**config.mk**
```make
export PLATFORM = sky130hd
export DESIGN_NAME = serial_packet_tx_flat
export DESIGN_NICKNAME = d
export VERILOG_FILES = /design/src/rtl/serial_packet_tx_if.sv /design/src/rtl/serial_packet_tx.sv /design/src/flat_wrapper.sv
export SDC_FILE = /design/constraint.sdc
export NUM_CORES = 1
export LEC_CHECK = 0
export ABC_AREA = 1
export BUFFER_PORTS_ARGS = -buffer_cell sky130_fd_sc_hd__buf_4
export CAP_MARGIN = 20
export CORE_UTILIZATION = 35
export DETAILED_ROUTE_END_ITERATION = 7
export GPL_ROUTABILITY_DRIVEN = 0
export PLACE_DENSITY_LB_ADDON = 0.1
export SYNTH_ARGS = -nofsm -noshare
export SYNTH_HDL_FRONTEND = slang
export SYNTH_SLANG_ARGS = --single-unit
```
**constraint.sdc**
```tcl
create_clock -name i_Clock -period 2 [get_ports i_Clock]
set_input_delay 0.3 -clock i_Clock [delete_from_list [all_inputs] [get_ports i_Clock]]
set_output_delay 0.3 -clock i_Clock [all_outputs]
set_load 0.02 [all_outputs]
```
**src/rtl/serial_packet_tx_if.sv**
```systemverilog
// serial_packet_tx_if
// Word-offer handshake between the filter datapath and the packet framer.
//   i_Data_Valid : producer offers i_Data_Word this cycle
//   i_Data_Word  : 32-bit result word
//   o_Ready      : framer can take a word (idle, or in its one-cycle DONE)
// Modports: master = word producer, slave = serial_packet_tx.
interface serial_packet_tx_if;
  logic        i_Data_Valid;
  logic [31:0] i_Data_Word;
  logic        o_Ready;

  modport master (output i_Data_Valid, output i_Data_Word, input o_Ready);
  modport slave  (input i_Data_Valid, input i_Data_Word, output o_Ready);
endinterface

```
**src/rtl/serial_packet_tx.sv**
```systemverilog
// serial_packet_tx
// Frames a 32-bit word as an 8N1 UART byte packet:
//   SYNC_BYTE, word[31:24], word[23:16], word[15:8], word[7:0] [, checksum]
// Optional feature macro: SERIAL_PKT_CHECKSUM_EN appends the XOR of the four
// data bytes as a sixth byte. Without it the packet is five bytes.
// Ports:
//   i_Clock, i_Reset : clock (rising edge), async active-high reset
//   bus (slave)      : i_Data_Valid / i_Data_Word in, o_Ready out
//   o_Tx_Serial      : UART line, idles high
//   o_Tx_Active      : high from acceptance until the last stop bit ends
//   o_Pkt_Done       : one-cycle pulse in the DONE cycle after the packet
module serial_packet_tx #(
  parameter int         CLOCK_FREQUENCY = 48000000,
  parameter int         BAUDRATE        = 115200,
  parameter logic [7:0] SYNC_BYTE       = 8'hA5
) (
  input  logic                 i_Clock,
  input  logic                 i_Reset,
  serial_packet_tx_if.slave    bus,
  output logic                 o_Tx_Serial,
  output logic                 o_Tx_Active,
  output logic                 o_Pkt_Done
);

  localparam int CLKS_PER_BIT = CLOCK_FREQUENCY / BAUDRATE;
  localparam int CNT_W        = (CLKS_PER_BIT > 1) ? $clog2(CLKS_PER_BIT) : 1;
  localparam logic [CNT_W-1:0] CNT_LAST = CNT_W'(CLKS_PER_BIT - 1);
`ifdef SERIAL_PKT_CHECKSUM_EN
  localparam logic [2:0] LAST_BYTE = 3'd5;
`else
  localparam logic [2:0] LAST_BYTE = 3'd4;
`endif

  typedef enum logic [2:0] {S_IDLE, S_START, S_DATA, S_STOP, S_DONE} state_t;

  state_t           state;
  logic [CNT_W-1:0] baud_cnt;
  logic [2:0]       bit_idx;
  logic [2:0]       byte_idx;
  logic [31:0]      word;
  logic [7:0]       cur_byte;
  logic             bit_tick;
  logic             accept;
`ifdef SERIAL_PKT_CHECKSUM_EN
  logic [7:0]       csum;
`endif

  assign bit_tick = (baud_cnt == CNT_LAST);
  assign accept   = bus.i_Data_Valid && bus.o_Ready;

  // Byte currently on the line, selected from the latched word.
  always_comb begin
    cur_byte = SYNC_BYTE;
    case (byte_idx)
      3'd1:    cur_byte = word[31:24];
      3'd2:    cur_byte = word[23:16];
      3'd3:    cur_byte = word[15:8];
      3'd4:    cur_byte = word[7:0];
`ifdef SERIAL_PKT_CHECKSUM_EN
      3'd5:    cur_byte = csum;
`endif
      default: cur_byte = SYNC_BYTE;
    endcase
  end

  always_ff @(posedge i_Clock or posedge i_Reset) begin
    if (i_Reset) begin
      state       <= S_IDLE;
      baud_cnt    <= '0;
      bit_idx     <= '0;
      byte_idx    <= '0;
      word        <= '0;
`ifdef SERIAL_PKT_CHECKSUM_EN
      csum        <= '0;
`endif
      o_Tx_Serial <= 1'b1;
      bus.o_Ready <= 1'b1;
      o_Tx_Active <= 1'b0;
      o_Pkt_Done  <= 1'b0;
    end else begin
      o_Pkt_Done <= 1'b0;
      case (state)
        // DONE behaves like IDLE for acceptance so back-to-back words only
        // cost the single DONE cycle of idle-high line.
        S_IDLE, S_DONE: begin
          if (accept) begin
            word        <= bus.i_Data_Word;
`ifdef SERIAL_PKT_CHECKSUM_EN
            csum        <= bus.i_Data_Word[31:24] ^ bus.i_Data_Word[23:16] ^
                           bus.i_Data_Word[15:8]  ^ bus.i_Data_Word[7:0];
`endif
            o_Tx_Serial <= 1'b0;          // start bit of the sync byte
            bus.o_Ready <= 1'b0;
            o_Tx_Active <= 1'b1;
            baud_cnt    <= '0;
            bit_idx     <= '0;
            byte_idx    <= '0;
            state       <= S_START;
          end else begin
            state <= S_IDLE;
          end
        end
        S_START: begin
          if (bit_tick) begin
            baud_cnt    <= '0;
            bit_idx     <= '0;
            o_Tx_Serial <= cur_byte[0];
            state       <= S_DATA;
          end else begin
            baud_cnt <= baud_cnt + 1'b1;
          end
        end
        S_DATA: begin
          if (bit_tick) begin
            baud_cnt <= '0;
            if (bit_idx == 3'd7) begin
              o_Tx_Serial <= 1'b1;        // stop bit
              state       <= S_STOP;
            end else begin
              bit_idx     <= bit_idx + 3'd1;
              o_Tx_Serial <= cur_byte[bit_idx + 3'd1];
            end
          end else begin
            baud_cnt <= baud_cnt + 1'b1;
          end
        end
        S_STOP: begin
          if (bit_tick) begin
            baud_cnt <= '0;
            if (byte_idx == LAST_BYTE) begin
              o_Pkt_Done  <= 1'b1;
              bus.o_Ready <= 1'b1;
              o_Tx_Active <= 1'b0;
              state       <= S_DONE;
            end else begin
              byte_idx    <= byte_idx + 3'd1;
              o_Tx_Serial <= 1'b0;        // next start bit, no gap
              state       <= S_START;
            end
          end else begin
            baud_cnt <= baud_cnt + 1'b1;
          end
        end
        default: state <= S_IDLE;
      endcase
    end
  end

endmodule

```
**src/flat_wrapper.sv**
```systemverilog
// flat-port wrapper written by rule: the top's interface ports become plain ports
module serial_packet_tx_flat 
#(
  parameter int         CLOCK_FREQUENCY = 48000000,
  parameter int         BAUDRATE        = 115200,
  parameter logic [7:0] SYNC_BYTE       = 8'hA5
)
  (i_Clock, i_Reset, o_Tx_Serial, o_Tx_Active, o_Pkt_Done, bus_i_Data_Valid, bus_i_Data_Word, bus_o_Ready);
  serial_packet_tx_if bus_i ();
  input  logic i_Clock;
  input  logic i_Reset;
  output logic o_Tx_Serial;
  output logic o_Tx_Active;
  output logic o_Pkt_Done;
  input wire logic [$bits(bus_i.i_Data_Valid)-1:0] bus_i_Data_Valid;
  input wire logic [$bits(bus_i.i_Data_Word)-1:0] bus_i_Data_Word;
  output wire logic [$bits(bus_i.o_Ready)-1:0] bus_o_Ready;
  assign bus_i.i_Data_Valid = bus_i_Data_Valid;
  assign bus_i.i_Data_Word = bus_i_Data_Word;
  assign bus_o_Ready = bus_i.o_Ready;
  serial_packet_tx #(.CLOCK_FREQUENCY(CLOCK_FREQUENCY), .BAUDRATE(BAUDRATE), .SYNC_BYTE(SYNC_BYTE)) u_core (.i_Clock(i_Clock), .i_Reset(i_Reset), .bus(bus_i), .o_Tx_Serial(o_Tx_Serial), .o_Tx_Active(o_Tx_Active), .o_Pkt_Done(o_Pkt_Done));
endmodule
```
After elaboration in Yosys (flattened, before gate mapping) --
Cells that the tools add are included.
Storage, ports and cells: bits in registers 54, input port bits 35, output and inout port bits 4
Operators by class: add/subtract/negate cells 3, $lt $le $gt $ge 1, eq/ne operators 18, mux-type cells 38, reductions and logical operators 15
Operator list (count):
- $mux W3 | 11
- $pmux W8 S4 | 1
- $mux W9 | 2
- $pmux W9 S2 | 1
- $mux W1 | 16
- $eq A3 B2 Y1 const B | 4
- $ne A2 B1 Y1 const B | 6
- $pmux W3 S4 | 1
- $reduce_and A4 Y1 | 3
- $add A9 B1 Y9 const B | 1
- $eq A3 B3 Y1 const B | 3
- $eq A9 B9 Y1 const B | 1
- $pmux W3 S3 | 1
- $add A3 B1 Y3 const B | 2
- $eq A3 B1 Y1 const B | 2
- $pmux W3 S2 | 1
- $reduce_and A6 Y1 | 1
- $reduce_and A5 Y1 | 1
- $lt A3 B4 Y1 const B | 1
- $ne A2 B2 Y1 const B | 2
- $pmux W1 S2 | 2
- $pmux W1 S4 | 1
- $reduce_and A2 Y1 | 2
- $reduce_bool A2 Y1 | 2
- other kinds (7) | 7

Logic depth before layout (Yosys ltp) --
Gate-level depths: netlist of run 1.
depth after elaboration 7, gate-level depth with buffers 14, mapped depth without buffers 12

Worst setup path before layout of run 1 --
No wires, ideal clock.
path kind reg2reg, from register u_core.byte_idx[2], to register u_core.o_Tx_Serial, data arrival time 1.574 ns, path slack 0.353 ns, cell stages (with the launch flop) 15, path buffers 2, cells stage by stage dfrtp_1 -> inv_1 -> buf_4 -> ha_1 -> clkbuf_1 -> nand2_1 -> nand2_1 -> nor2_1 -> nand2_1 -> nand3_1 -> nand2_1 -> inv_1 -> nand2_1 -> nand3_1 -> a21oi_1
Between the ends: longest elaborated chain between the ends 7, elaborated cells between the ends (all ways) 13, classes of those cells 5 x eq/ne; 7 x mux; 1 x reduce/logical
RTL lines:
- start, declared | line serial_packet_tx.sv:39 | logic [2:0] byte_idx;
- start signal, assigned | line serial_packet_tx.sv:136 | byte_idx <= byte_idx + 3'd1;
- $eq A3 B3 Y1 (tied with other cells) | line serial_packet_tx.sv:54, serial_packet_tx.sv:130
- $pmux W8 S4 | line serial_packet_tx.sv:54 | case (byte_idx)
- $bmux W1 S3 | line serial_packet_tx.sv:121 | o_Tx_Serial <= cur_byte[bit_idx + 3'd1];
- $mux W1 (implied by the code) | line serial_packet_tx.sv:121
- $mux W1 | line serial_packet_tx.sv:116 | if (bit_idx == 3'd7) begin
- $mux W1 | line serial_packet_tx.sv:114 | if (bit_tick) begin
- $pmux W1 S4 | line serial_packet_tx.sv:82 | case (state)
- end signal, assigned | line serial_packet_tx.sv:107 | o_Tx_Serial <= cur_byte[0];
- end signal, assigned | line serial_packet_tx.sv:121
- end, declared | line serial_packet_tx.sv:20 | output logic o_Tx_Serial,
Several ways; a longest one is shown, not always the timed one. The select of a mux whose other input is x is not followed. A chain may end at the register's enable or synchronous reset.

Worst setup path in the final report of run 1 --
from register u_core.byte_idx[0], to register u_core.o_Tx_Serial
The elaborated chain is that of the path after synthesis.

==> results of run 1 <==
-- how the worst min path moves through the flow --
stage | depth (start not counted) | endpoint | startpoint
6_report | 2 | u_core.baud_cnt[8] | i_Reset
5_1_grt | 2 | u_core.baud_cnt[8] | i_Reset
4_1_cts | 2 | u_core.baud_cnt[5] | i_Reset
3_5_place_dp | 2 | u_core.baud_cnt[8] | i_Reset
3_3_place_gp | 2 | u_core.baud_cnt[5] | i_Reset
2_1_floorplan | 2 | u_core.word[0] | bus_i_Data_Word[0]
-- per-layer routing --
layer / GRT usage (%) / wire, um / vias to the layer above
li1: - / - / 1230
met4: 3.968 / 66 / 0
met2: 27.82 / 3009 / 29
met3: 3.350 / 183 / 6
met1: 22.52 / 3115 / 1062
met5: 0 / 0 / -
-- where the power goes --
part           switching, mW  internal, mW
combinational         0.0312        0.0438
sequential                 0          1.09
clock                  0.369         0.534
-- cells by family (layout without fill, tap and decap cells) --
family | Yosys count | after routing
simple gates | 219 | 219
flops | 54 | 54
buf+inv | 46 | 87
compound gates | 34 | 34
fa+ha+maj | 8 | 8
xor+xnor | 2 | 2
mux | 1 | 1
-- layout make-up --
type / count / area [um^2] / share of cell area, %
clock buffers: 6 / 82.58 / 2.461
clock inverters: 2 / 60.06 / 1.790
inverters: 34 / 127.6 / 3.803
multi-input cells: 264 / 1266 / 37.73
flip-flops and latches: 54 / 1354 / 40.34
well taps: 102 / 127.6 / 3.803
repair buffers: 45 / 337.8 / 10.07
-- Yosys cell counts, types with 2 or more instances --
cell type and n:
inv_2 4, buf_2 5, a21oi_1 9, o21ai_0 10, nor3_1 2, inv_1 29, ha_1 8, a2bb2oi_1 2
a21o_1 2, dfstp_2 2, o21ai_1 2, nor2_1 19, o22ai_1 3, clkbuf_2 2, clkbuf_1 4, nand4_1 3
nand2_1 158, nor2_2 3, nand3_1 28, dfrtp_1 52
-- per-stage QoR --
stage / utilization (%) / setup WS [ns]
2_1_floorplan: - / 0.3531
3_3_place_gp: 41.52 / 0.2098
3_5_place_dp: 41.52 / 0.1739
4_1_cts: 43.36 / 0.1508
5_1_grt: 43.43 / 0.001717
6_report: 43.43 / 0.1450
-- flip-flops by register name, summed over array words and instances (netlist names) --
| register | cells |
|---|---|
| u_core.baud_cnt | 9 |
| u_core.o_Pkt_Done | 1 |
| u_core.byte_idx | 3 |
| u_core.state | 3 |
| u_core.bit_idx | 3 |
| u_core.bus.o_Ready | 1 |
| u_core.o_Tx_Serial | 1 |
| u_core.word | 32 |
| u_core.o_Tx_Active | 1 |
==> out/results.ini, run 1 <==
[cells_and_area]
final_area_um2 = 3356
layout.nets = 447
fillers = 853
layout-drive-gt1-share_pct = 18.02
final_common_cell = nand2_1
area_delta_synth_final_pct = 19.84
final_cell_mix = nand2_1, dfrtp_1, buf_4
diodes = 0
final_cells = 507

[cts]
cts.sinks = 54
cts_tree = done
clk_path_buf_depth = 2
postCtsSetupRepairBufs = 0
cts_made_buffers = 5
cts_root_buf = clkbuf_8
cts_max_level = 2
cts-resized-gates = 0
postCtsHoldBufs = 0
path_clk_slew_ns = 0.10
insertion_delay_ns = 0.31

[timing]
hold_viol = 1
whs_ns = -0.0002336
period_minus_slack_ns = 1.855
worst_pin_slew_ns = 0.4860
max_freq_mhz = 539.1
rsz0062_at_grt = no
fin_skew_ns = 0.01347
finalCritPeriodShare_pct = 92.75
relSlewSlack_pct = 67.55
fin_tns_setup_ns = 0
setup_viol = 0
finalMaxSlewViolations = 0

[critical_path]
crit_top_cell = nand2_1
required_ns = 2.24
crit_cells = 12
crit_chain = ha_1 > ha_1 > nand2_1 > nand2_1 > nor2_1 > nand2_1 > nand2_1 > nand2_1 > nand2_1 > nand2_1 > nand3_1 > a21oi_1
crit_path_end_kind = flip-flop
cpPeakStageDelay_ns = 0.42
cp_slowest_cell = dfrtp_1
worstSetupEndpoint = u_core.o_Tx_Serial
reg2reg_depth = 12
crit_family = simple AND/OR/NAND/NOR gates
worstPathMaxFanout = 8
reg2reg_slack_ns = 0.15
cp_num_buf_inv = 0
worstPathArrival_ns = 2.10
worstSetupPathType = reg2reg
crit_path_start = u_core.byte_idx[0]
timing.rr.start = u_core.byte_idx[0]
startpoint_type = flip-flop
r2r_end = u_core.o_Tx_Serial

[routing]
drtPass1Iterations = 4
routedWlPerCell_um = 12.57
drtIter0Drc = 82
routed_wl_um = 6374
antenna_left = 0
drc = 0
via_per_inst = 4.590
vias = 2327

[synth]
yosysTopAreaCellShare_pct = 46.47
synth_seq_cells = 54
synth_mux_area_share_pct = 0.4021
netlist_top_cells_area = dfrtp_1, nand2_1, nand3_1, inv_1, ha_1
netlist_area_um2 = 2800
synth_top_family_by_area = simple AND/OR/NAND/NOR gates
synth-simple-area-share_pct = 32.57
syn-instance-count = 364
yosys.cell_types.count = 37
syn-num-nets = 407
yosys.area_share.xor_xnor_pct = 0.6256
synthAdderAreaFrac_pct = 3.575
synth-main-ff-cell = dfrtp_1
synthArstFlopShare_pct = 100.0
synth-compound-area-share_pct = 7.864
synth_edf_count = 0
synth-seq-area-share_pct = 48.35
synth_area_leader_cell = dfrtp_1
yosysWarnings = 0
postSynthAreaPerCell_um2 = 7.693

[grt]
grtUsageTotal_pct = 16.80
grt_pass1_wl_um = 11100
grt_pass1_vias = 2373
overflow = 0
grt_start_max_net_pins = 35
antenna_found_initial = 0

[placed_design]
dp.cells = 499
place_area_um2 = 3208
io_buffers = 38
dp_hpwl_um = 4835

[pwr]
ir_drop_mv = 0.4617
leakagePower_nw = 1.784
powerDensity_nw_per_um2 = 616.6
p_total_mw = 2.069

[status]
violations = negative hold slack
run_status = finished, violations left

[job]
max_cap_violations = 0

[floorplan]
rows = 32
die_h_um = 91.45
ios = 39
core_area_um2 = 7727
initial_core_util_pct = 36.24
dieArea_um2 = 8362
die_x_um = 91.45

[hold_path]
hold_path_class = in2async

No activity file was read; power rests on OpenSTA's default activity.
==> run 2, diff against run 1 <==
==> constraint.sdc (replaced) <==
create_clock -name i_Clock -period 1.8 [get_ports i_Clock]
set_input_delay 0.27 -clock i_Clock [delete_from_list [all_inputs] [get_ports i_Clock]]
set_output_delay 0.27 -clock i_Clock [all_outputs]
set_load 0.02 [all_outputs]
==> run 2 against run 1 <==
  * The flow now finishes without violations
  * Non-clock buffer count rose by 2
  * Combinational power up 13%
  * Cell count is 0.39% higher
  * Worst hold slack improved by 0.012 ns
  * Sequential share of layout area fell by 0.67 points
  * Critical endpoint is now u_core.byte_idx[1]
  * Highest routed layer unchanged
==> out/results.ini, run 2 (same netlist as run 1, synthesis figures left out) <==
[critical_path]
crit_path_end_kind = flip-flop
reg2reg_slack_ns = 0.15
required_ns = 2.02
startpoint_type = flip-flop
worstSetupPathType = reg2reg
worstPathMaxFanout = 6
worstPathArrival_ns = 1.87

[timing]
relSlewSlack_pct = 79.09
worst_pin_slew_ns = 0.3133
setup_viol = 0
max_freq_mhz = 604.5
fin_tns_setup_ns = 0
rsz0062_at_grt = no
finalCritPeriodShare_pct = 91.91
finalMaxSlewViolations = 0
period_minus_slack_ns = 1.654
fin_skew_ns = 0.005139
hold_viol = 0

[routing]
via_per_inst = 4.707
vias = 2396
drtPass1Iterations = 4
routedWlPerCell_um = 12.77
drtIter0Drc = 115
drc = 0
routed_wl_um = 6499
antenna_left = 0

[pwr]
p_int_mw = 1.574
ir_drop_mv = 0.2859
leakagePower_nw = 1.777
switching_share_pct = 21.12
p_clk_share_pct = 35.0
pwr-share-seq_pct = 60.7
powerDensity_nw_per_um2 = 584.3
combPwrFrac_pct = 4.2
p_total_mw = 1.996
p_sw_mw = 0.4215

[cts]
clk_path_buf_depth = 2
cts.sinks = 54
cts_root_buf = clkbuf_8
cts_made_buffers = 5
cts_max_level = 2
insertion_delay_ns = 0.30
cts_tree = done
path_clk_slew_ns = 0.09
postCtsHoldBufs = 0

[placed_design]
io_buffers = 38
dp_hpwl_um = 4689

[grt]
grt_pass1_vias = 2360
met3_usage_pct = 2.931
overflow = 0
grt_pass1_wl_um = 11120
antenna_found_initial = 0
grt_start_max_net_pins = 55
grtUsageTotal_pct = 16.68
grtUsageMet2_pct = 27.19
grt-busiest-layer = met2
grt_use_met1_pct = 22.70

[job]
max_cap_violations = 0

[floorplan]
ios = 39
initial_core_util_pct = 36.24
dieArea_um2 = 8362
rows = 32
core_area_um2 = 7727
die_x_um = 91.45
die_h_um = 91.45

[hold_path]
hold_path_class = in2async

[status]
run_status = finished clean

[cells_and_area]
layout.nets = 449
fillers = 799
diodes = 0
layout-drive-gt1-share_pct = 20.88
largest-register = u_core.word
largest_reg_flops = 32
final_common_cell = nand2_1
final_cell_mix = nand2_1, dfrtp_1, buf_4
top_regs = u_core.word x32, u_core.baud_cnt x9
area_delta_synth_final_pct = 21.98

-- run 2: cell count changes in the layout (fill, tap and decap cells not counted), moves of 2 or more --
cell	change
nor2_1	-2
a21oi_1	-2
nor2_2	+2
inv_1	-2
inv_2	+2
buf_12	+2
bufinv_16	-2
ha_4	+4
ha_1	-4
-- run 2: layout make-up --
class / instances / area, um^2 / share of cell area, %
sequential: 54 / 1355 / 39.67
multi-input combinational: 264 / 1336 / 39.12
timing repair buffer: 47 / 377.9 / 11.06
inverter: 34 / 127.6 / 3.736
tap: 102 / 127.6 / 3.736
clock inverter: 1 / 5.005 / 0.1465
clock buffer: 7 / 86.33 / 2.527
-- run 2: repair_timing --
item                       4_1_cts  5_1_grt
setup buffers                    0        1
setup endpoints to repair        0       11
gates resized for setup          0       18
-- run 2: per-layer routing --
layer	part of all wire, %	vias to the layer above	routed length [um]
li1	-	1226	-
met1	49	1118	3209
met4	1.3	0	87
met5	0	-	0
met3	2.7	9	178
met2	47	43	3023
-- run 2: path summary, 6_finish.rpt --
path | startpoint | cells past startpoint | to
hold reg to reg | u_core.word[4] | 2 | u_core.word[4]
setup reg to reg | u_core.baud_cnt[0] | 9 | u_core.byte_idx[1]
max in group asynchronous | i_Reset | 3 | u_core.bus.o_Ready
hold / removal | i_Reset | 3 | u_core.byte_idx[2]
setup / recovery | u_core.baud_cnt[0] | 9 | u_core.byte_idx[1]
min in group i_Clock | bus_i_Data_Word[31] | 3 | u_core.word[31]
-- run 2: critical path, stage by stage, from the launching register on --
cell,delay (ns)
dfrtp_1,0.36
ha_1,0.18
nand3_1,0.13
nor2_2,0.13
nand2_1,0.11
nand2_1,0.11
nand2_1,0.13
a21oi_4,0.21
nand3_1,0.11
o21ai_0,0.10
-- run 2: stage by stage --
stage               instances  util (%)  setup slack, ns  cell area (um^2)  hold slack [ns]
floorplan                 364         -           0.1531              2800           0.3796
global placement          500     41.94         0.005539              3241           0.3556
detailed placement        500     41.94          0.03008              3241           0.3591
CTS                       508     43.12        0.0009941              3332          0.02206
global route              509     44.20         0.002529              3416          0.03075
finish                    509     44.20           0.1457              3416          0.01206
-- run 2: power by group through the flow --
stage               registers (mW)  clock network, mW  logic [mW]
finish                        1.21              0.699      0.0848
global route                  1.21              0.781      0.0945
CTS                           1.21              0.735      0.0888
detailed placement            1.24                  0      0.0887
global placement              1.24                  0      0.0871
floorplan                     1.24                  0      0.0177
==> run 3, diff against run 2 <==
--- a/config.mk
+++ b/config.mk
@@ -8,6 +8,7 @@
 export ABC_AREA = 1
 export BUFFER_PORTS_ARGS = -buffer_cell sky130_fd_sc_hd__buf_4
 export CAP_MARGIN = 20
+export CORE_ASPECT_RATIO = 2
 export CORE_UTILIZATION = 35
 export DETAILED_ROUTE_END_ITERATION = 7
 export GPL_ROUTABILITY_DRIVEN = 0
==> run 3 against run 2 <==
  * Global-route usage up 1.9 points
  * Maximum frequency down 3.2%
  * Via count grew 1.5%
  * Largest power group unchanged
  * Non-clock buffer count rose by 3
  * Sequential share of layout area down 0.96 points
  * First-iteration DRC count decreased by 17%
  * Clock-buffer cell count is 1 lower
  * Setup slack lost 0.055 ns
  * Clock power increased by 40%
==> out/results.ini, run 3 (same netlist as run 1, synthesis figures left out) <==
[status]
run_status = finished clean

[cts]
cts_max_level = 2
path_clk_slew_ns = 0.07
cts_made_buffers = 5
postCtsHoldBufs = 0
cts_tree = done
insertion_delay_ns = 0.29
cts_root_buf = clkbuf_16
cts.sinks = 54
clk_path_buf_depth = 2

[floorplan]
ios = 39
rows = 45
die_x_um = 65.25
dieArea_um2 = 8384
die_h_um = 128.5
core_area_um2 = 7657
initial_core_util_pct = 36.57

[hold_path]
hold_path_class = in2async

[timing]
hold_viol = 0
relSlewSlack_pct = 78.93
rsz0062_at_grt = yes
finalMaxSlewViolations = 0
period_minus_slack_ns = 1.709
timing.final.ws_setup_ns = 0.09079
finalCritPeriodShare_pct = 94.96
whs_ns = 0.01630
fin_skew_ns = 0.007434
worst_pin_slew_ns = 0.3158
max_freq_mhz = 585.1
setup_viol = 0

[placed_design]
dp.cells = 493
dp_hpwl_um = 5243
place_area_um2 = 3238
preCtsSetupSlack_ns = -0.002190
io_buffers = 38

[routing]
routed_wl_um = 6904
via_per_inst = 4.827
antenna_left = 0
vias = 2433
drtPass1Iterations = 4
drc = 0
routedWlPerCell_um = 13.70
drtIter0Drc = 96

[grt]
grt_start_max_net_pins = 55
overflow = 0
antenna_found_initial = 0
grtUsageTotal_pct = 18.56
grt_pass1_wl_um = 11630
grt_pass1_vias = 2558

[critical_path]
worstPathArrival_ns = 1.93
required_ns = 2.02
crit_path_start = u_core.byte_idx[0]
crit_path_end_kind = flip-flop
timing.rr.start = u_core.byte_idx[0]
worstSetupPathType = reg2reg
worstPathMaxFanout = 8
startpoint_type = flip-flop

[cells_and_area]
final_cell_mix = nand2_1, dfrtp_1, buf_4
area_delta_synth_final_pct = 25.02
fillers = 815
top_regs = u_core.word x32, u_core.baud_cnt x9
layout-drive-gt1-share_pct = 22.93
diodes = 0
final_cells = 504
final_common_cell = nand2_1
layout.nets = 452
final_area_um2 = 3501
largest_reg_flops = 32
largest-register = u_core.word

[pwr]
p_clk_share_pct = 42.9
ir_drop_mv = 0.4637
powerDensity_nw_per_um2 = 649.2
p_int_mw = 1.815
combPwrFrac_pct = 3.7
pwr-share-seq_pct = 53.4
switching_share_pct = 20.16
p_sw_mw = 0.4582
leakagePower_nw = 1.810

[job]
max_cap_violations = 0

## run 3: routing by layer
layer / global-route usage [%] / vias to the layer above / wire length, um
li1: - / 1238 / -
met1: 17.90 / 1130 / 2421
met2: 35.05 / 50 / 3968
met3: 3.014 / 15 / 174
met4: 11.51 / 0 / 341
met5: 0 / - / 0
## run 3: what timing repair did
item / CTS / global route
pin swaps: 0 / 2
endpoints found under the setup margin: 1 / 12
gates resized for setup: 1 / 22
setup buffers: 0 / 3
## run 3: critical path: stages, from the launching register on
cell and delay [ns]:
dfrtp_2 0.45, ha_2 0.22, ha_4 0.19, nand2_1 0.09
nand2_1 0.06, nor2_1 0.18, nand2_1 0.07, nand2_1 0.07
nand2_1 0.05, nand2_1 0.05, nand2_1 0.05, nand3_1 0.08
a21oi_1 0.06
## run 3: worst paths after layout
check	slack, ns	depth (start not counted)	to
hold / removal	0.02	3	u_core.baud_cnt[2]
setup reg to reg	0.09	12	u_core.o_Tx_Serial
hold reg to reg	0.48	2	u_core.word[30]
max in group asynchronous	1.49	3	u_core.o_Tx_Serial
min in group i_Clock	0.17	3	u_core.word[0]
setup / recovery	0.09	12	u_core.o_Tx_Serial
## run 3: area by class of cell
cell class | count | area, um^2 | share of cell area, %
clock inverters | 2 | 12.51 | 0.3574
repair buffers | 50 | 400.4 | 11.44
clock buffers | 6 | 138.9 | 3.967
flip-flops and latches | 54 | 1355 | 38.71
multi-input cells | 264 | 1349 | 38.53
inverters | 34 | 127.6 | 3.645
well taps | 94 | 117.6 | 3.360
## run 3: power groups by stage
stage	clock, mW	sequential (mW)	combinational, mW
floorplan	0	1.24	0.0177
global placement	0	1.24	0.0867
detailed placement	0	1.24	0.0874
CTS	1.01	1.21	0.0874
global route	1.04	1.21	0.0936
finish	0.976	1.21	0.0841
## run 3: per-stage QoR
| stage | util (%) | power (mW) | TNS, ns |
|---|---|---|---|
| 6_report | 45.72 | 2.273 | 0 |
| 5_1_grt | 45.72 | 2.349 | -0.05748 |
| 4_1_cts | 44.30 | 2.314 | 0 |
| 3_5_place_dp | 42.29 | 1.323 | -0.002190 |
| 3_3_place_gp | 42.29 | 1.323 | -0.007146 |
| 2_1_floorplan | - | 1.254 | 0 |
